**config.mk**
```make
export PLATFORM = sky130hd
export DESIGN_NAME = timer_counter
export DESIGN_NICKNAME = d
export VERILOG_FILES = /design/src/rtl/timer_counter_pkg.sv /design/src/rtl/timer_counter.sv
export SDC_FILE = /design/constraint.sdc
export NUM_CORES = 1
export LEC_CHECK = 0
export ABC_AREA = 1
export BUFFER_PORTS_ARGS = -buffer_cell sky130_fd_sc_hd__buf_2
export CORE_MARGIN = 2
export CORE_UTILIZATION = 45
export CTS_CLUSTER_DIAMETER = 80
export DETAILED_ROUTE_END_ITERATION = 6
export PLACE_DENSITY_LB_ADDON = 0.15
export SYNTH_ARGS = -nofsm -noshare
export SYNTH_HDL_FRONTEND = slang
export SYNTH_SLANG_ARGS = --single-unit
export TNS_END_PERCENT = 30
```
**constraint.sdc**
```tcl
create_clock -name clk -period 2.48 [get_ports clk]
set_clock_uncertainty 0.15 [all_clocks]
set_input_delay 0.372 -clock clk [delete_from_list [all_inputs] [get_ports clk]]
set_output_delay 0.372 -clock clk [all_outputs]
set_load 0.05 [all_outputs]
```
**src/rtl/timer_counter_pkg.sv**
```systemverilog
// Shared definitions for the timer/counter: FSM state encoding, register
// offsets, CTRL bit positions and MODE encodings.
package tc_pkg;

  typedef enum logic [1:0] {
    ST_IDLE = 2'd0,
    ST_LOAD = 2'd1,
    ST_CNT  = 2'd2,
    ST_INT  = 2'd3
  } tc_state_e;

  // Byte offsets within the device window; only bits [3:2] are decoded.
  localparam logic [3:0] OFF_CTRL   = 4'h0;
  localparam logic [3:0] OFF_PRESET = 4'h4;
  localparam logic [3:0] OFF_COUNT  = 4'h8;
  localparam logic [3:0] OFF_RSVD   = 4'hC;

  // CTRL register layout.
  localparam int CTRL_EN_BIT   = 0;
  localparam int CTRL_MODE_LSB = 1;
  localparam int CTRL_MODE_MSB = 2;
  localparam int CTRL_IM_BIT   = 3;

  // MODE encodings; 2 and 3 decode as one-shot.
  localparam logic [1:0] MODE_ONESHOT = 2'd0;
  localparam logic [1:0] MODE_AUTO    = 2'd1;

  // CTRL holds only four bits; the upper bits of the read word are zero.
  function automatic logic [31:0] ctrl_readback(input logic [3:0] ctrl);
    return {28'd0, ctrl};
  endfunction

endpackage

```
**src/rtl/timer_counter.sv**
```systemverilog
// Memory-mapped down-counting timer with one-shot and auto-reload modes.
// CTRL/PRESET/COUNT registers, a four-state FSM and a registered IRQ.
// Optional feature macro: TC_AUTORELOAD_EN enables MODE=1 auto-reload;
// when undefined, MODE is stored but always decoded as one-shot.
module timer_counter
  import tc_pkg::*;
#(
  parameter logic [31:0] PRESET_RST = 32'd0
) (
  input  logic        clk,
  input  logic        reset,
  input  logic [31:0] Addr,
  input  logic        WE,
  input  logic [31:0] Din,
  output logic [31:0] Dout,
  output logic        IRQ,
  output tc_state_e   dbg_state_o
);

  tc_state_e   state_q, state_d;
  logic [3:0]  ctrl_q, ctrl_d;
  logic [31:0] preset_q, preset_d;
  logic [31:0] count_q, count_d;
  logic        irq_flag_q, irq_flag_d;
  logic        irq_q, irq_d;

  logic [1:0]  reg_sel;
  logic        wr_ctrl;
  logic        wr_preset;
  logic        ctrl_en;
  logic        auto_mode;
  logic        irq_set;
  logic        unused_addr;

  assign reg_sel     = Addr[3:2];
  assign wr_ctrl     = WE && (reg_sel == OFF_CTRL[3:2]);
  assign wr_preset   = WE && (reg_sel == OFF_PRESET[3:2]);
  assign ctrl_en     = ctrl_q[CTRL_EN_BIT];
  assign unused_addr = ^{Addr[31:4], Addr[1:0]};

`ifdef TC_AUTORELOAD_EN
  assign auto_mode = (ctrl_q[CTRL_MODE_MSB:CTRL_MODE_LSB] == MODE_AUTO);
`else
  assign auto_mode = 1'b0;
`endif

  // Read mux: combinational from the decoded offset; reserved slot reads 0.
  always_comb begin
    Dout = 32'd0;
    case (reg_sel)
      OFF_CTRL[3:2]:   Dout = ctrl_readback(ctrl_q);
      OFF_PRESET[3:2]: Dout = preset_q;
      OFF_COUNT[3:2]:  Dout = count_q;
      default:         Dout = 32'd0;
    endcase
  end

  // Next-state logic for the FSM, counter, flag and registers.
  always_comb begin
    state_d    = state_q;
    ctrl_d     = ctrl_q;
    preset_d   = preset_q;
    count_d    = count_q;
    irq_flag_d = irq_flag_q;
    irq_set    = 1'b0;

    case (state_q)
      ST_IDLE: begin
        if (ctrl_en) state_d = ST_LOAD;
      end
      ST_LOAD: begin
        count_d = preset_q;
        state_d = ST_CNT;
      end
      ST_CNT: begin
        if (!ctrl_en) begin
          state_d = ST_IDLE;
        end else if (count_q > 32'd1) begin
          count_d = count_q - 32'd1;
        end else begin
          // PRESET=0 lands here too, so it behaves like PRESET=1.
          count_d    = 32'd0;
          irq_flag_d = 1'b1;
          irq_set    = 1'b1;
          state_d    = ST_INT;
        end
      end
      ST_INT: begin
        state_d = ST_IDLE;
        if (auto_mode) irq_flag_d = 1'b0;
        else           ctrl_d[CTRL_EN_BIT] = 1'b0;
      end
      default: state_d = ST_IDLE;
    endcase

    // Bus writes override any FSM update to EN in the same cycle. A CTRL
    // write acknowledges the flag unless the flag is being raised right now,
    // so a terminal count is never lost.
    if (wr_ctrl) begin
      ctrl_d = Din[3:0];
      if (!irq_set) irq_flag_d = 1'b0;
    end
    if (wr_preset) preset_d = Din;

    irq_d = irq_flag_d & ctrl_d[CTRL_IM_BIT];
  end

  // State and register update with asynchronous active-low reset.
  always_ff @(posedge clk or negedge reset) begin
    if (!reset) begin
      state_q    <= ST_IDLE;
      ctrl_q     <= 4'd0;
      preset_q   <= PRESET_RST;
      count_q    <= 32'd0;
      irq_flag_q <= 1'b0;
      irq_q      <= 1'b0;
    end else begin
      state_q    <= state_d;
      ctrl_q     <= ctrl_d;
      preset_q   <= preset_d;
      count_q    <= count_d;
      irq_flag_q <= irq_flag_d;
      irq_q      <= irq_d;
    end
  end

  assign IRQ         = irq_q;
  assign dbg_state_o = state_q;

endmodule

```
Word level (Yosys, flattened, before mapping)
Index checks and enable logic that the tools add are counted.

Equal/unequal tests: 8. $add $sub $neg: 1. Magnitude comparators: 1. Mux-type cells: 18. Reduce and logical (&&, ||, !) cells: 8. Bitwise gates (word level): 1.

Operators with widths (number): 32-bit one-hot mux with 3 select lines (1); 32-bit 2-to-1 mux (2); 32-bit one-hot mux with 2 select lines (1); 32-bit by 1-bit > comparator with 1-bit output (second input constant) (1); 32-bit by 1-bit subtractor with 32-bit output (second input constant) (1); 1-bit 2-to-1 mux (9); 2-bit one-hot mux with 4 select lines (1); 2-bit equality test (second input constant) (3); 2-bit 2-to-1 mux (3); 2-bit by 1-bit equality test with 1-bit output (second input constant) (2); 2-bit zero test (2); 4-bit 2-to-1 mux (1); 2-bit inequality test (second input constant) (2); 2-bit AND reduction (2); 2-bit nonzero test (2); 3-bit inequality test (second input constant) (1); 1-bit logical AND (2); 1-bit AND (1).

Output and inout port bits: 35. Input bits: 67. Register bits: 72.

Depth between registers and ports, before layout
Gate-level depths: netlist (run 1).

Depth after elaboration: 7. Gate-level depth with buffers: 12. Gate-level depth less buffers: 11.

Worst setup path after synthesis (run 1)
No wires, ideal clock.

Kind: input-to-output. Start point: input Addr[2]. End point: output Dout[17]. Arrival time: 1805 ps. Path buffers: 1. Stages: 4. Slack: 153 ps. Cells stage by stage: inv_1 -> nand2_1 -> clkbuf_1 -> o21ai_0.

Cells in the longest elaborated chain, start to end: 2. Elaborated cells on any way between the ends: 4.

RTL lines: start: declaration (RTL line timer_counter.sv:12) `input logic [31:0] Addr,`; 2-bit equality test (tied with other cells) (RTL line timer_counter.sv:50) `case (reg_sel)`; 32-bit one-hot mux with 3 select lines (*) (RTL line timer_counter.sv:50); end: declaration (RTL line timer_counter.sv:15) `output logic [31:0] Dout,`.

Mark *: on every way between the ends. The rest lies on a longest branch, timed or not.

Worst setup path in the final report (run 1)
Start point: register state_q[0] (netlist: dbg_state_o[0]). End point: register count_q[4].

Cells in the longest elaborated chain, start to end: 3. Elaborated cells on any way between the ends: 6.

RTL lines: start: declaration (RTL line timer_counter.sv:20) `tc_state_e state_q, state_d;`; start signal: assignment (RTL line timer_counter.sv:118) `state_q <= state_d;`; 2-bit equality test or 2-bit by 1-bit equality test with 1-bit output (tied branches) (RTL line timer_counter.sv:67) `case (state_q)`; 2-bit inequality test (no source line) or 2-bit nonzero test (tied branches); 2-bit AND reduction (no source line); end signal: assignment (RTL line timer_counter.sv:121) `count_q <= count_d;`; end: declaration (RTL line timer_counter.sv:23) `logic [31:0] count_q, count_d;`.

Parallel ways exist; a longest one is shown, timed or not. A chain may end at the register's enable or synchronous reset.

==> flow_summary.ini, run 1 <==
[outcome]
status = complete, no violations

[yosys]
synth_cell_type_count = 28
yosysSeqAreaShare_pct = 41.0
synth_area_mm2 = 0.00440
syn-num-nets = 646
yosys_warnings = 0
ys_seq_elements = 72
syn_inst = 577
avgSynthCellArea_um2 = 7.62

[hold_path]
min_path_type = primary input to flop

[timing]
holdWs_ps = 80.2
finalMaxSlewViolations = 0
fin_tns_setup_ps = 0
fin_crit_ps = 2120
setup_violations = 0
rsz0062_at_grt = no
max_slew_margin_pct = 61.8
fin_crit_sh_pct = 85.4
finalHoldViolCount = 0
fmax_mhz = 472
setup_ws_ps = 363
worst_pin_slew_ps = 571

[setup_path]
worstSetupPathType = flop to flop
crit_path_start_kind = flop
cp.arrival_ps = 2240
required_ps = 2600
worstSetupEndpointType = flop
worstPathMaxFanout = 15

[global_route]
grt_overflow_total = 0
grt_antenna_before_repair = 0
grt_max_degree = 73
grt_pass1_wl_um = 19300
track_usage_pct = 23.5
grt_pass1_vias = 3864

[floorplan]
initial_core_util_pct = 45.6
num_rows = 36
pin_count = 102
fp.dieW_um = 103
die_y_um = 103
die-area_mm2 = 0.0106
coreArea_mm2 = 0.00964

[pwr]
p_switching_mw = 2.66
internal_power_mw = 3.11
power_density_mw_per_mm2 = 1120
netSwitchingFraction_pct = 46.1
leakage_nw = 2.43
combPwrFrac_pct = 44.5
p_clk_share_pct = 20.9
ir_drop_mv = 0.591
sequentialPowerShare_pct = 34.6

[cells_and_area]
antenna_cells = 0
area.growth.synth_to_final_pct = 17.3
layout-drive-gt1-share_pct = 25.7
multiInputGateArea_mm2 = 0.00224
final-seq-area_mm2 = 0.00180
layout.nets = 718
fill_cells = 964

[placement]
place_congestion = 0.891
port_buffers = 71
dp_hpwl_um = 8130
place_ws_ps = 191

[route]
post_drt_wl_per_cell_um = 14.8
first_pass_iters = 5
drc = 0
vias = 4031
first_iter_violations = 170
postRouteAntennaNets = 0
routed_via_density = 5.12
wl_um = 11600

[cts]
htreeDepth = 3
clock_latency_ps = 370
cts_setup_buffers = 0
cts.sinks = 72
clkTransAtPathRegs_ps = 80
cts-root-buf = clkbuf_8
clockBufferDepth = 2
cts_tree = built
cts_buffers = 9

[run]
cap_violations = 0
==> power groups by stage <==
stage	clock, mW	combinational [mW]	sequential, mW
2_1_floorplan	0	2.00	1.95
3_3_place_gp	0	2.49	2.00
3_5_place_dp	0	2.54	2.01
4_1_cts	1.21	2.55	1.99
5_1_grt	1.27	2.90	2.07
6_report	1.20	2.56	2.00
==> layout make-up <==
cell class / instances / share of cell area, %
clock buffers: 11 / 2.94
repair buffers: 81 / 8.64
inverters: 67 / 4.88
multi-input cells: 418 / 43.4
flip-flops and latches: 72 / 34.9
well taps: 133 / 3.23
clock inverters: 5 / 1.99
==> cells in the mapped netlist, drive strengths merged <==
library cell	number	share of area [%]
a22oi	11	1.9
o211ai	1	0.17
buf	11	1.8
inv	67	5.7
xor2	6	1.2
nor3	1	0.11
ha	2	0.57
o21ai	73	8.3
nor2	93	9.6
mux2	24	6.1
o22ai	4	0.57
o221ai	3	0.60
clkbuf	10	0.85
nand2	133	12
nand4	4	0.57
dfrtp	72	41
a21oi	28	4.0
nand3	34	5.0
==> cells in the final DEF, fill, tap and decap left out, types with 2 or more instances in the layout <==
| master | synthesis | layout |
|---|---|---|
| nor2_1 | 77 | 76 |
| dfrtp_1 | 72 | 72 |
| a22oi_1 | 11 | 11 |
| o21ai_0 | 69 | 69 |
| nor2_2 | 11 | 12 |
| clkbuf_8 | 0 | 11 |
| o22ai_1 | 4 | 4 |
| buf_4 | 3 | 8 |
| mux2_2 | 24 | 24 |
| a21oi_2 | 10 | 10 |
| nand2_2 | 8 | 8 |
| inv_2 | 2 | 2 |
| inv_1 | 65 | 65 |
| nor2_4 | 4 | 5 |
| nand4_1 | 4 | 4 |
| nand2_1 | 125 | 125 |
| nand3_2 | 10 | 10 |
| o221ai_1 | 3 | 3 |
| nand3_1 | 24 | 24 |
| bufinv_16 | 0 | 3 |
| ha_1 | 2 | 2 |
| buf_2 | 5 | 71 |
| xor2_1 | 6 | 6 |
| a21oi_1 | 18 | 18 |
| o21ai_1 | 4 | 4 |
==> worst max-delay path: stages (launching register included) <==
cell	delay, ps
dfrtp_1	450
nor2_4	250
nand2_2	80
nand2_1	430
inv_1	370
a22oi_1	290
==> path summary, 6_finish.rpt <==
check / start / end / slack, ps / depth (start not counted)
worst min register to register: irq_flag_q / irq_flag_q / 340 / 2
max in group asynchronous: reset / irq_flag_q / 1430 / 3
worst max-delay path: dbg_state_o[0] / count_q[4] / 360 / 5
worst max register to register: dbg_state_o[0] / count_q[4] / 360 / 5
worst min-delay path: Din[6] / preset_q[6] / 80 / 2
min in group asynchronous: reset / count_q[9] / 420 / 3
==> layer usage <==
metal / track usage (%) / share of wire, %
met5: 0 / 0
met2: 36.4 / 44
met1: 34.3 / 50
met3: 2.85 / 3.9
met4: 8.10 / 1.4
==> per-stage QoR <==
stage                     cell area, um2  utilization, %  std cells  power (mW)
after global routing                5160            53.5        787        6.23
final                               5160            53.5        787        5.76
after detailed placement            4880            50.6        769        4.55
after CTS                           5150            53.4        786        5.76
after floorplan                     4400               -        577        3.95
after global placement              4880            50.6        769        4.49
==> repair_timing <==
item                                   in CTS  in global routing
endpoints found under the hold margin      72                  0
hold buffers                                1                  0
setup endpoints to repair                   0                 15
gates resized for setup                     0                  1
==> logic make-up after synthesis <==
group	after synthesis	synth area share, %
compound gates	120	15.6
flops	72	41.0
fa+ha+maj	2	0.569
simple gates	265	27.1
xor+xnor	6	1.20
mux	24	6.15
buf+inv	88	8.42
==> sequential cells by signal (all words and copies together) (netlist names) <==
signal and flops:
irq_flag_q 1, IRQ 1, dbg_state_o 2, count_q 32
ctrl_q 4, preset_q 32
Note: power is estimated with default switching activity, not from simulation.
==> inputs of run 2 (changes only) <==
==> constraint.sdc (replaced) <==
create_clock -name clk -period 2 [get_ports clk]
set_clock_uncertainty 0.15 [all_clocks]
set_input_delay 0.3 -clock clk [delete_from_list [all_inputs] [get_ports clk]]
set_output_delay 0.3 -clock clk [all_outputs]
set_load 0.05 [all_outputs]
==> run 2 against run 1 <==
  * Clock power grew 25%
  * Die area is the same
  * Final cell count grew 3.8%
  * First-iteration DRC count grew 43%
  * Cell area grew 5.6%
  * Sequential share of layout area shrank 1.9 points
  * Critical path depth shrank 1
  * Total power grew 33%
  * Utilization grew 3.0 points
  * Sequential power grew 18%
  * Routed wire length grew 6.0%
  * Critical path type is now flop to primary output
  * Largest cell class unchanged
  * Largest power group unchanged
  * Highest routed layer unchanged
==> flow_summary.ini, run 2 (synthesis gave the netlist of run 1 again) <==
[global_route]
track_usage_pct = 24.2
grt_pass1_vias = 3944
grt_pass1_wl_um = 19700
grt_max_degree = 73
grt_antenna_before_repair = 0
grt_overflow_total = 0

[setup_path]
required_ps = 1550
r2r_cells = 9
max_stage_delay_ps = 380
cp.arrival_ps = 1450
worstPathMaxFanout = 3
slowest_stage = dfrtp_1
worstSetupEndpointType = primary output
crit_path_start_kind = flop
r2r_slack_ps = 120
r2r-end = count_q[20]
rr_startpoint = count_q[1]
worstSetupPathType = flop to primary output
cp_num_buf_inv = 3
cpLargestDelayFamily = buffers and inverters
crit_path_cell_trace = buf_4 > inv_1 > o21ai_0 > buf_2

[timing]
max_slew_margin_pct = 71.3
finalHoldViolCount = 0
rsz0062_at_grt = yes
fin_crit_ps = 1900
fmax_mhz = 527
setup_violations = 0
finalMaxSlewViolations = 0
worst_pin_slew_ps = 430
fin_crit_sh_pct = 94.9

[hold_path]
holdPathEnd = preset_q[31]
whs_path_depth = 2
holdCritStartpoint = Din[31]
min_path_type = primary input to flop

[placement]
dpl_cell_area_mm2 = 0.00511
place_congestion = 0.903
dp.cells = 795
dp_hpwl_um = 8530
port_buffers = 71

[floorplan]
die_y_um = 103
num_rows = 36
die-area_mm2 = 0.0106
fp.dieW_um = 103
pin_count = 102
coreArea_mm2 = 0.00964
initial_core_util_pct = 45.6

[cells_and_area]
mostFrequentLayoutCell = nand2_1
stdcell_count = 817
antenna_cells = 0
area.growth.synth_to_final_pct = 23.9
final_cell_area_mm2 = 0.00545
layout.nets = 748
mostFrequentLayoutCells = 125 x nand2_1, 73 x nor2_1, 72 x dfrtp_1
layout-drive-gt1-share_pct = 29.8
reg_top3 = count_q (32), preset_q (32), ctrl_q (4)
postLayoutCoreUtil_pct = 56.5

[cts]
cts_buffers = 9
clock_latency_ps = 350
cts_tree = built
cts.sinks = 72
clkTransAtPathRegs_ps = 90
cts-root-buf = clkbuf_8
htreeDepth = 3
clockBufferDepth = 2

[route]
postRouteAntennaNets = 0
vias = 4175
routed_via_density = 5.11
post_drt_wl_per_cell_um = 15.1
wl_um = 12300
first_iter_violations = 243
drc = 0
first_pass_iters = 5

[run]
cap_violations = 0

[pwr]
leakage_nw = 2.59
power_density_mw_per_mm2 = 1410
ir_drop_mv = 0.788
total_power_mw = 7.67

[outcome]
status = complete, no violations
run 2: routing by layer:
layer | routed length, um | vias to the layer above | track usage, %
met4 | 112 | 0 | 5.57
met5 | 0 | - | 0
met1 | 5890 | 1962 | 34.3
li1 | - | 2082 | -
met3 | 641 | 12 | 3.12
met2 | 5690 | 119 | 39.9
run 2: power breakdown:
part	internal [mW]	leakage [nW]	switching, mW	total (mW)
combinational	1.38	1.63	2.44	3.83
sequential	1.95	0.834	0.400	2.35
clock	0.896	0.126	0.599	1.50
run 2: metrics by stage:
stage	setup WS [ps]	hold slack (ps)	TNS, ps
floorplan	-183	-146	-3980
global placement	-139	220	-3600
detailed placement	-220	219	-5600
CTS	-227	18.3	-6170
global route	-11.6	16.9	-11.6
finish	101	22.5	0
run 2: worst max path at each step:
stage / start / end / depth (start not counted)
after global routing: count_q[1] / count_q[26] / 9
final: count_q[8] / Dout[8] / 4
after floorplan: Addr[2] / Dout[17] / 4
after CTS: count_q[0] / count_q[9] / 11
after global placement: count_q[0] / count_q[31] / 11
after detailed placement: count_q[1] / count_q[13] / 11
run 2: worst reg2reg max path: stages (launching register included):
cell     delay [ps]
dfrtp_1         390
inv_2            80
ha_2            170
buf_4           110
nand2_2          90
nor2_4          210
nand2_1         170
o21ai_0         220
nand3_2         110
a21oi_2         120
run 2: area by class of cell:
cell class                      instances  area (um2)
Tap cell                              133         166
Clock buffer                           11         151
Timing Repair Buffer                  111         721
Fill cell                             931        4190
Clock inverter                          5         103
Multi-Input combinational cell        418        2250
Inverter                               67         251
Sequential cell                        72        1800
run 2: repair_timing:
action | CTS | global route
setup buffers | 0 | 4
hold buffers | 1 | 0
endpoints found under the hold margin | 72 | 0
pin swaps | 3 | 4
setup endpoints to repair | 32 | 32
gates cloned | 0 | 1
resized for setup | 1 | 6
